===== src/rtl/slam_stage_sched.sv =====
// Stage scheduler between the PS command port and the RSA/NonLinear core: a command FIFO,
// one-at-a-time stage issue with angle conversion, a per-stage watchdog, error flags and a done counter.
//
//  state  | meaning
//  -------+------------------------------------------------------------
//  IDLE   | no stage outstanding; pops the FIFO head when one is queued
//  ACTIVE | stage_val held, waiting for the matching stage_rdy or watchdog
module slam_stage_sched #(
   parameter int DW      = 32,
   parameter int ANG_W   = 17,
   parameter int ANG_MSB = 19,
   parameter int DEPTH   = 4,
   parameter int FAW     = 2,
   parameter int TO_W    = 16,
   parameter int CNT_W   = 16
) (
   input  logic             clk,
   input  logic             sys_rst,
   input  logic             cmd_val,
   output logic             cmd_rdy,
   input  logic [1:0]       cmd_stage,
   input  logic [DW-1:0]    cmd_a,
   input  logic [DW-1:0]    cmd_b,
   output logic [2:0]       stage_val,
   input  logic [2:0]       stage_rdy,
   output logic [DW-1:0]    op_a,
   output logic [ANG_W-1:0] op_b,
   output logic             busy,
   input  logic [TO_W-1:0]  timeout_lim,
   input  logic             err_clr,
   output logic             err_timeout,
   output logic             err_bad_cmd,
   output logic [CNT_W-1:0] done_cnt
);

   typedef enum logic {IDLE, ACTIVE} state_t;

   state_t state, state_nxt;

   logic [1:0]    fifo_stage [DEPTH];
   logic [DW-1:0] fifo_a     [DEPTH];
   logic [DW-1:0] fifo_b     [DEPTH];
   logic [FAW:0]  wr_ptr, rd_ptr;
   logic [FAW-1:0] rd_idx;
   logic          full, empty;
   logic          accept, push, bad, pop;
   logic          stage_done, wd_expire;
   logic [TO_W-1:0] wd_cnt;

   assign rd_idx  = rd_ptr[FAW-1:0];
   assign empty   = (wr_ptr == rd_ptr);
   assign full    = (wr_ptr[FAW] != rd_ptr[FAW]) && (wr_ptr[FAW-1:0] == rd_ptr[FAW-1:0]);
   assign cmd_rdy = !full && !sys_rst;
   assign accept  = cmd_val && cmd_rdy;
   assign push    = accept && (cmd_stage != 2'd3);
   assign bad     = accept && (cmd_stage == 2'd3);
   assign busy    = (state == ACTIVE) || !empty;

   always_ff @(posedge clk) begin
      if (sys_rst) begin
         wr_ptr <= '0;
         rd_ptr <= '0;
      end else begin
         if (push) begin
            fifo_stage[wr_ptr[FAW-1:0]] <= cmd_stage;
            fifo_a[wr_ptr[FAW-1:0]]     <= cmd_a;
            fifo_b[wr_ptr[FAW-1:0]]     <= cmd_b;
            wr_ptr                      <= wr_ptr + 1'b1;
         end
         if (pop) begin
            rd_ptr <= rd_ptr + 1'b1;
         end
      end
   end

   always_ff @(posedge clk) begin
      if (sys_rst) begin
         state <= IDLE;
      end else begin
         state <= state_nxt;
      end
   end

   // Completion is checked first so a stage_rdy landing on the expiry cycle still counts.
   always_comb begin
      state_nxt  = state;
      pop        = 1'b0;
      stage_done = 1'b0;
      wd_expire  = 1'b0;
      case (state)
         IDLE: begin
            if (!empty) begin
               pop       = 1'b1;
               state_nxt = ACTIVE;
            end
         end
         ACTIVE: begin
            if (|(stage_rdy & stage_val)) begin
               stage_done = 1'b1;
               state_nxt  = IDLE;
            end else if ((timeout_lim != '0) && (wd_cnt == '0)) begin
               wd_expire = 1'b1;
               state_nxt = IDLE;
            end
         end
         default: state_nxt = IDLE;
      endcase
   end

   // Watchdog counts down from timeout_lim-1 so expiry lands on the timeout_lim-th ACTIVE cycle.
   always_ff @(posedge clk) begin
      if (sys_rst) begin
         stage_val   <= '0;
         op_a        <= '0;
         op_b        <= '0;
         wd_cnt      <= '0;
         done_cnt    <= '0;
         err_timeout <= 1'b0;
         err_bad_cmd <= 1'b0;
      end else begin
         if (pop) begin
            stage_val <= 3'b001 << fifo_stage[rd_idx];
            op_a      <= fifo_a[rd_idx];
            op_b      <= {fifo_b[rd_idx][DW-1], fifo_b[rd_idx][ANG_MSB -: ANG_W-1]};
            wd_cnt    <= timeout_lim - 1'b1;
         end else if (stage_done || wd_expire) begin
            stage_val <= '0;
         end else if (state == ACTIVE) begin
            wd_cnt <= wd_cnt - 1'b1;
         end

         if (stage_done) begin
            done_cnt <= done_cnt + 1'b1;
         end

         if (wd_expire) begin
            err_timeout <= 1'b1;
         end else if (err_clr) begin
            err_timeout <= 1'b0;
         end

         if (bad) begin
            err_bad_cmd <= 1'b1;
         end else if (err_clr) begin
            err_bad_cmd <= 1'b0;
         end
      end
   end

endmodule


===== config.mk =====
export PLATFORM = sky130hd
export DESIGN_NAME = slam_stage_sched
export DESIGN_NICKNAME = d
export VERILOG_FILES = /design/src/rtl/slam_stage_sched.sv
export SDC_FILE = /design/constraint.sdc
export NUM_CORES = 1
export LEC_CHECK = 0
export CORE_MARGIN = 4
export CORE_UTILIZATION = 25
export CTS_CLUSTER_DIAMETER = 60
export CTS_CLUSTER_SIZE = 25
export DETAILED_ROUTE_END_ITERATION = 8
export HOLD_SLACK_MARGIN = 0.05
export PLACE_DENSITY = 0.49
export SYNTH_ARGS = -nofsm -noshare
export SYNTH_HDL_FRONTEND = slang
export SYNTH_SLANG_ARGS = --single-unit

===== constraint.sdc =====
create_clock -name clk -period 4.55 [get_ports clk]
set_input_delay 0.91 -clock clk [delete_from_list [all_inputs] [get_ports clk]]
set_output_delay 0.91 -clock clk [all_outputs]
set_load 0.05 [all_outputs]

==> reports/metrics.cfg <==
[cts]
cts_tree=yes
clock_sinks=299
cts_setup_buffers=0
clockBufferDepth=3
cts_resized=0
cts.clk_slew.worst_paths_ns=0.06
cts_hold_buf=0
cts_buffers=34
cts_max_level=2
cts_root_buf=clkbuf_16
insertion_delay_ns=0.54

[yosys]
synth_ff_type=edfxtp_1
syn-cell-area_um2=11700
synth.top_cells.by_count=edfxtp_1 (204), nand2_1 (118), dfxtp_1 (95), a21oi_1 (71), mux4_2 (51)
synth_top_area_share=0.524
async_reset_ff_frac=0
yosysUniqueCellTypes=55
synth_area_per_cell_um2=14.5
ys_seq_area_frac=0.687
synth_top_area_cell=edfxtp_1
synth-seq-cells=299
ys_warn_count=0
ys_top_cells_by_area=edfxtp_1 (52%), dfxtp_1 (16%), mux4_2 (9.8%)
syn-instance-count=806
synth.most_common_cell=edfxtp_1
synth_edf_count=204
synth_nets=902

[die]
core_area_um2=45800
io_pins=161
die_area_um2=50200
initial_core_util=0.255
die_y_um=224
fp-row-count=78
dieWidth_um=224

[routing]
ant_nets=0
routed_wl_um=28700
via_count=7134
wl_per_cell_um=18.1
routed_via_density=4.50
drcViolationCount=0
drtPass1Iterations=4
drtIter0Drc=374

[cells_and_area]
layout-drive-gt1-share=0.147
area_growth_pct=28.5
fill_cells=4510
nNetsFinal=1054
antennaDiodeCount=0

[min_path]
hold_path_class=reg2reg
holdPathStages=2

[global_routing]
antenna_found_initial=2
track_usage=0.113
grt_remaining_overflow=0
grt_pass1_wl_um=44000
grt_pass1_vias=7367
grt_max_degree=72

[setup_path]
crit_arrival_ns=2.61
reg2regPathDepth=9
cp_max_fo=5
cp-end-kind=primary output
critPathKind=reg2out
startpoint_type=flip-flop
required_ns=3.64

[power_and_ir_drop]
power_density_nw_per_um2=600
vdd_drop_max_uv=335
internal_power_mw=5.76
seqPwrFrac=0.372
clock_power_share=0.301
p_leak_nw=4.79
p_sw_mw=3.25
swShare=0.361
combPwrFrac=0.327

[timing]
fmax_mhz=284
fin_setup_tns_ns=0
rsz0062_at_grt=false
finalHoldViolCount=0
maxSlewHeadroom=0.393
finalMaxSlewViolations=0
worst_slew_pin_slew_ns=0.902
skew_ns=0.0176
fin_crit_ns=3.52
post-route-period-util=0.774
setup_viol=0
holdWs_ns=0.454

[outcome]
outcome=completed

[flow_run]
cap_violations=0

[place]
gp_congestion=0.758
io_buffers=145
dp_hpwl_um=16600

==> kinds of logic (layout without fill, tap and decap cells) <==
family	count (synthesis)	count (layout)	synth area share
flip-flops	299	299	0.687
AND/OR/NAND/NOR	242	242	0.102
AO/OA/AOI/OAI	117	117	0.0582
multiplexers	55	55	0.102
buffers and inverters	52	230	0.0181
adder cells (fa/ha/maj)	7	7	0.00750
XOR/XNOR	34	34	0.0255
==> layer usage <==
| layer | wire (µm) | GRT usage | share of wire | vias to the layer above |
|---|---|---|---|---|
| li1 | - | - | - | 3362 |
| met1 | 12700 | 0.144 | 0.44 | 3566 |
| met2 | 13800 | 0.189 | 0.48 | 151 |
| met3 | 1460 | 0.0284 | 0.051 | 53 |
| met4 | 774 | 0.0410 | 0.027 | 2 |
| met5 | 13 | 0 | 0.00045 | - |
==> registers in the layout, indices dropped and copies added, names as in the netlist, named ones only <==
name and count:
done_cnt 16, op_a 32, fifo_stage 8, fifo_a 128
err_timeout 1, rd_ptr 3, stage_val 3, op_b 17
fifo_b 68, wr_ptr 3, state 1, wd_cnt 16
err_bad_cmd 1
==> metrics by stage <==
stage / std cells / setup slack, ns / power (mW) / utilization / cell area [µm²]
3_5_place_dp: 1522 / 1.16 / 6.41 / 0.303 / 13900
3_3_place_gp: 1522 / 1.16 / 6.42 / 0.303 / 13900
5_1_grt: 1584 / 0.795 / 9.53 / 0.328 / 15000
6_report: 1584 / 1.03 / 9.01 / 0.328 / 15000
4_1_cts: 1584 / 0.998 / 9.19 / 0.328 / 15000
2_1_floorplan: 806 / 1.21 / 5.46 / - / 11700
==> area by class of cell <==
cell class	count	area, µm²	area share
tap	600	751	0.0500
inverter	9	33.8	0.00225
sequential	299	8030	0.535
multi-input combinational	455	3470	0.231
clock buffer	40	903	0.0602
clock inverter	22	225	0.0150
timing repair buffer	159	1590	0.106
==> cells in the final DEF (no fill, tap or decap), types with 4 or more instances in the layout <==
| cell | synthesis | layout |
|---|---|---|
| mux4_2 | 51 | 51 |
| nand2_1 | 118 | 118 |
| a31oi_1 | 5 | 4 |
| a211oi_1 | 4 | 4 |
| nor2_1 | 38 | 38 |
| clkbuf_16 | 0 | 34 |
| a21oi_1 | 71 | 71 |
| o21ai_1 | 11 | 11 |
| dfxtp_1 | 95 | 93 |
| or4_1 | 4 | 4 |
| buf_4 | 0 | 12 |
| inv_1 | 9 | 9 |
| clkdlybuf4s50_1 | 0 | 144 |
| xnor2_1 | 18 | 18 |
| and3_1 | 10 | 6 |
| nor3_1 | 7 | 7 |
| clkinvlp_4 | 0 | 4 |
| nand3_1 | 11 | 11 |
| xor2_1 | 16 | 16 |
| and3_2 | 0 | 4 |
| clkinv_8 | 0 | 5 |
| or3_1 | 5 | 5 |
| and2_1 | 5 | 5 |
| o21ai_0 | 8 | 8 |
| inv_6 | 0 | 6 |
| nor4_1 | 5 | 5 |
| nand4_1 | 15 | 15 |
| mux2i_1 | 4 | 4 |
| ha_1 | 7 | 7 |
| edfxtp_1 | 204 | 204 |
==> worst max-delay path, stage by stage (launching register included) <==
cell             delay [ns]
dfxtp_1                0.36
xnor2_1                0.50
nand3_1                0.16
nor2_1                 0.22
inv_1                  0.12
clkdlybuf4s50_1        0.72
==> power by group through the flow <==
stage               Clock [mW]  Sequential, mW  Combinational [mW]
finish                    2.71            3.35                2.95
global route              2.93            3.38                3.22
CTS                       2.83            3.35                3.01
detailed placement           0            3.41                3.00
global placement             0            3.41                3.01
floorplan                    0            3.86                1.60
==> final timing paths <==
| check | slack (ns) | to | start |
|---|---|---|---|
| setup / recovery | 1.03 | busy | wr_ptr[0]$_SDFFE_PP0P_ |
| hold / removal | 0.45 | op_b[15]$_SDFFE_PP0N_ | op_b[15]$_SDFFE_PP0N_ |
| setup reg to reg | 1.38 | wd_cnt[10]$_SDFFE_PP0P_ | wr_ptr[0]$_SDFFE_PP0P_ |
| hold reg to reg | 0.45 | op_b[15]$_SDFFE_PP0N_ | op_b[15]$_SDFFE_PP0N_ |
(Power assumes the default switching activity.)
